--- src/rtl/router_reg.sv ---
// Datapath register stage of the 1x3 router: header latch, output byte steering,
// full-FIFO hold/replay and running parity check, all driven by FSM state strobes.
module router_reg #(
    parameter int DATA_WIDTH = 8
) (
    input  logic                  clock,
    input  logic                  resetn,
    input  logic                  pkt_valid,
    input  logic [DATA_WIDTH-1:0] data_in,
    input  logic                  fifo_full,
    input  logic                  detect_addr,
    input  logic                  lfd_state,
    input  logic                  ld_state,
    input  logic                  laf_state,
    input  logic                  full_state,
    input  logic                  rst_int_reg,
    output logic [DATA_WIDTH-1:0] dout,
    output logic                  low_pkt_valid,
    output logic                  parity_done,
    output logic                  err
);

    logic [DATA_WIDTH-1:0] header;
    logic [DATA_WIDTH-1:0] hold;
    logic [DATA_WIDTH-1:0] int_parity;
    logic [DATA_WIDTH-1:0] pkt_parity;

    // Address 3 does not exist on a 1x3 router, so such a header is never captured.
    always_ff @(posedge clock or negedge resetn) begin
        if (!resetn) begin
            header <= '0;
        end else if (detect_addr && pkt_valid && (data_in[1:0] != 2'b11)) begin
            header <= data_in;
        end
    end

    always_ff @(posedge clock or negedge resetn) begin
        if (!resetn) begin
            dout <= '0;
            hold <= '0;
        end else if (lfd_state) begin
            dout <= header;
        end else if (ld_state && !fifo_full) begin
            dout <= data_in;
        end else if (ld_state && fifo_full) begin
            hold <= data_in;
        end else if (laf_state) begin
            dout <= hold;
        end
    end

    // The parity byte itself is captured separately and never folded into the running XOR.
    always_ff @(posedge clock or negedge resetn) begin
        if (!resetn) begin
            int_parity <= '0;
            pkt_parity <= '0;
        end else if (detect_addr) begin
            int_parity <= '0;
            pkt_parity <= '0;
        end else begin
            if (lfd_state) begin
                int_parity <= int_parity ^ header;
            end else if (ld_state && pkt_valid && !full_state) begin
                int_parity <= int_parity ^ data_in;
            end
            if (ld_state && !pkt_valid) begin
                pkt_parity <= data_in;
            end
        end
    end

    always_ff @(posedge clock or negedge resetn) begin
        if (!resetn) begin
            low_pkt_valid <= 1'b0;
        end else if (rst_int_reg) begin
            low_pkt_valid <= 1'b0;
        end else if (ld_state && !pkt_valid) begin
            low_pkt_valid <= 1'b1;
        end
    end

    // A parity byte stalled by a full FIFO only counts as forwarded once replayed from hold.
    always_ff @(posedge clock or negedge resetn) begin
        if (!resetn) begin
            parity_done <= 1'b0;
        end else if (detect_addr) begin
            parity_done <= 1'b0;
        end else if ((ld_state && !fifo_full && !pkt_valid) ||
                     (laf_state && low_pkt_valid && !parity_done)) begin
            parity_done <= 1'b1;
        end
    end

    always_ff @(posedge clock or negedge resetn) begin
        if (!resetn) begin
            err <= 1'b0;
        end else if (detect_addr) begin
            err <= 1'b0;
        end else if (parity_done) begin
            err <= (int_parity != pkt_parity);
        end
    end

endmodule
--- config.mk ---
export PLATFORM = sky130hd
export DESIGN_NAME = router_reg
export DESIGN_NICKNAME = d
export VERILOG_FILES = /design/src/rtl/router_reg.sv
export SDC_FILE = /design/constraint.sdc
export NUM_CORES = 1
export LEC_CHECK = 0
export CAP_MARGIN = 20
export CORE_MARGIN = 4
export CORE_UTILIZATION = 25
export DETAILED_ROUTE_END_ITERATION = 7
export PLACE_DENSITY = 0.42
export SKIP_LAST_GASP = 1
export SLEW_MARGIN = 10
export SYNTH_ARGS = -nofsm -noshare
export SYNTH_HDL_FRONTEND = slang
export SYNTH_SLANG_ARGS = --single-unit
--- constraint.sdc ---
create_clock -name clock -period 1.4 [get_ports clock]
set_clock_uncertainty 0.1 [all_clocks]
set_input_delay 0.21 -clock clock [delete_from_list [all_inputs] [get_ports clock]]
set_output_delay 0.21 -clock clock [all_outputs]
set_load 0.01 [all_outputs]
==> results by group <==
Synthesis
  – Most instantiated cells after synthesis: sky130_fd_sc_hd__dfrtp_1 (43), sky130_fd_sc_hd__nand2_1 (26), sky130_fd_sc_hd__nor2_1 (23), sky130_fd_sc_hd__mux2_2 (19), sky130_fd_sc_hd__a21oi_1 (15)
  – Share of synthesized area occupied by flip-flops and latches: 0.514
  – Most instantiated library cell after synthesis: sky130_fd_sc_hd__dfrtp_1
  – Share of async-settable or async-resettable flops after synthesis: 1.00
  – Average footprint of a synthesized cell: 11.1 sq um
  – Most area-hungry cell type in the Yosys netlist: sky130_fd_sc_hd__dfrtp_1
  – Nets in the synthesized netlist: 206
  – Distinct cell type count of the synthesized netlist: 29
  – Most instantiated flip-flop cell in the synthesis netlist: sky130_fd_sc_hd__dfrtp_1
  – Post-synthesis instance area: 2090 sq um
  – Total number of yosys warnings: 0
  – Top area cells in the synthesized netlist: sky130_fd_sc_hd__dfrtp_1 (51%), sky130_fd_sc_hd__mux2_2 (10%), sky130_fd_sc_hd__mux2i_1 (6.2%)
  – Count of state elements after synthesis: 43
  – Number of cells produced by synthesis: 188
  – Fraction of post-synthesis cell area in the top cell type by area: 0.514
  – Number of synthesized flops with an enable pin: 0

Critical path
  – Cell with the largest stage delay on the worst path: sky130_fd_sc_hd__clkdlybuf4s50_1
  – Startpoint type of the worst setup path: input port
  – Arrival time at the worst endpoint: 1.45 ns
  – Cell depth of the worst setup path: 5
  – Critical path buffers and inverters: 2
  – Worst-case reg-to-reg path depth: 4
  – Endpoint class of the critical path: register
  – Endpoint of the worst-slack reg-to-reg timing path: err
  – Top cell family by delay on the critical path: buffers and inverters
  – R2R Setup Slk: 0.15 ns
  – Largest fanout on the critical path: 6
  – Critical path class: in -> reg
  – Crit path capture: dout[0]
  – Cells along the critical path: clkdlybuf4s50_1, nor2b_2, nor3_4, buf_4, a221o_1
  – Launching element of the worst setup path: laf_state
  – Delay contributed by the slowest stage of the critical path: 0.48 ns
  – Beginning of the worst register-to-register path: int_parity[7]
  – Data required time at the worst endpoint: 1.48 ns

Finish
  – Nets@finish: 269
  – Ratio of cells with drive above 1 in the final layout: 0.294
  – Layout area overhead: 38.1%
  – Final standard cell count with taps included and fillers excluded: 357
  – Final antenna diode count: 0

Global route
  – Sum of overflow across all layers after global routing: 0
  – Global-route wire length before repair: 8.80 mm
  – GRT Resource Usage Total: 0.115
  – Pin count of the biggest net entering global routing: 28
  – Via count of the first global-routing pass: 1722
  – Number of antenna violations at the first check in global routing: 0

Min path
  – Type of the most critical hold path: in -> async

Clocking
  – Longest Clk Path Bufs: 2
  – Latest clock arrival within the worst-skew pair: 0.30 ns
  – Clock slew at reported path FFs: 0.08 ns
  – Num CTS Buffers: 5
  – CTS tree: yes
  – Number of sinks handled by clock tree synthesis: 43
  – Maximum level of the CTS H-tree: 2
  – Clk Tree Root Cell: sky130_fd_sc_hd__clkbuf_8

Detailed routing
  – Total length of routed wires: 5.13 mm
  – Post-detailed-route DRC marker count: 0
  – Vias per cell: 4.37
  – Initial DRT Pass Iterations: 4
  – DRC violation total after the first TritonRoute iteration: 30
  – Antenna Nets Post-Route: 0
  – Average wire length per cell after detail routing: 14.4 um
  – Via count: 1560

Timing
  – TNS Setup: 0 ns
  – Achievable frequency: 0.732 GHz
  – Crit path time final: 1.37 ns
  – RSZ-0062 raised after global routing: false
  – Worst slew slack as a fraction of its limit: 0.800
  – Hold Vio Cnt, Final: 0
  – Final worst path period share: 0.976
  – Setup-failing EPs final: 0
  – Worst Tran Pin Value: 0.299 ns
  – Final Slew Violations: 0
  – Min setup slack post-route: 0.0338 ns

Floorplan
  – Effective utilization at floorplan: 0.256
  – Ports: 29
  – Floorplan die height: 99.5 um
  – Core Footprint: 8180 sq um
  – Total Die Area: 9910 sq um
  – Horiz. Die Dim: 99.5 um
  – Site row count: 33

Power and ir drop
  – Power density normalized to cell area: 1110 nW/um^2
  – Final total power: 3210 uW
  – Peak supply drop: 0.462 mV
  – Leakage power summed over all cells: 0.00134 uW

Flow run
  – # Max-Cap Violations: 0

Placement
  – Pre-CTS WS: -0.454 ns
  – Cell count after placement: 341
  – Post-DP HPWL: 3.90 mm
  – Number of buffers inserted by port buffering: 28
  – Placer Congestion: 0.702

Run status
  – Status: complete, no violations
==> layer usage <==
layer | track usage | share of wire
met3 | 0.0266 | 0.036
met2 | 0.182 | 0.45
met4 | 0.0441 | 0.020
met5 | 0 | 0
met1 | 0.152 | 0.49
==> power by group <==
part | internal [uW] | switching (uW)
Combinational | 437 | 338
Clock | 449 | 432
Sequential | 1430 | 124
Total | 2310 | 895
==> flip-flops by register name, summed over array words and instances (netlist names) <==
register and flops:
pkt_parity 8, hold 8, parity_done 1, dout 8, int_parity 8, err 1, low_pkt_valid 1, header 8
==> worst min-delay path by stage <==
stage	from	to	slack (ns)	depth (start not counted)
finish	resetn	hold[4]	0.31	3
floorplan	resetn	dout[0]	-0.19	0
global placement	resetn	hold[4]	0.09	2
CTS	resetn	int_parity[1]	0.31	3
detailed placement	resetn	hold[4]	0.09	2
global route	resetn	int_parity[1]	0.32	3
==> worst register-to-register path, stage by stage, from the launching register on <==
cell,delay [ns]
sky130_fd_sc_hd__dfrtp_1,0.42
sky130_fd_sc_hd__xnor2_1,0.17
sky130_fd_sc_hd__nand4_1,0.16
sky130_fd_sc_hd__nor4_2,0.16
sky130_fd_sc_hd__a311oi_1,0.12
==> kinds of logic (layout without fill, tap and decap cells) <==
kind of cell / after synthesis / after routing / synth area share
AO/OA/AOI/OAI: 30 / 30 / 0.0896
XOR/XNOR: 16 / 16 / 0.0669
buffers and inverters: 8 / 72 / 0.0269
flip-flops: 43 / 43 / 0.514
multiplexers: 32 / 32 / 0.164
AND/OR/NAND/NOR: 59 / 59 / 0.139
==> layout make-up <==
type	count	area (sq um)
tap	105	131
sequential	43	1080
multi-input combinational	137	995
clock buffer	7	96.3
clock inverter	1	7.51
timing repair buffer	64	587
fill	850	5280
==> repair_timing <==
| action | CTS | global route |
|---|---|---|
| pin swaps | 0 | 2 |
| endpoints found under the setup margin | 33 | 20 |
| gates resized for setup | 16 | 9 |
| hold endpoints to repair | 43 | 0 |
| hold buffers | 1 | 0 |
| setup buffers | 1 | 5 |
| gates cloned | 0 | 1 |
==> cells in the final DEF, fill, tap and decap left out, drive strengths merged <==
cell / instances
a211oi: 1
buf: 36
nor3: 1
a22oi: 1
a21o: 1
o21ai: 5
nor2b: 3
a221o: 3
clkbuf: 7
nor2: 23
nand2: 26
a21oi: 16
o22a: 2
clkinvlp: 1
dfrtp: 43
xor2: 3
mux2: 19
a311oi: 1
nand2b: 2
xnor2: 13
clkdlybuf4s50: 12
dlygate4sd2: 12
mux2i: 13
nand4: 1
nand3b: 2
dlymetal6s2s: 3
nor4: 1
dlygate4sd3: 1
==> per-stage QoR <==
step                      utilization  hold WS (ns)  area, sq um
after detailed placement        0.329        0.0914         2690
final                           0.354         0.311         2890
after global placement          0.329        0.0904         2690
after global routing            0.354         0.316         2890
after CTS                       0.345         0.307         2820
after floorplan                     -        -0.186         2090
No activity file was read; power rests on OpenSTA's default activity.
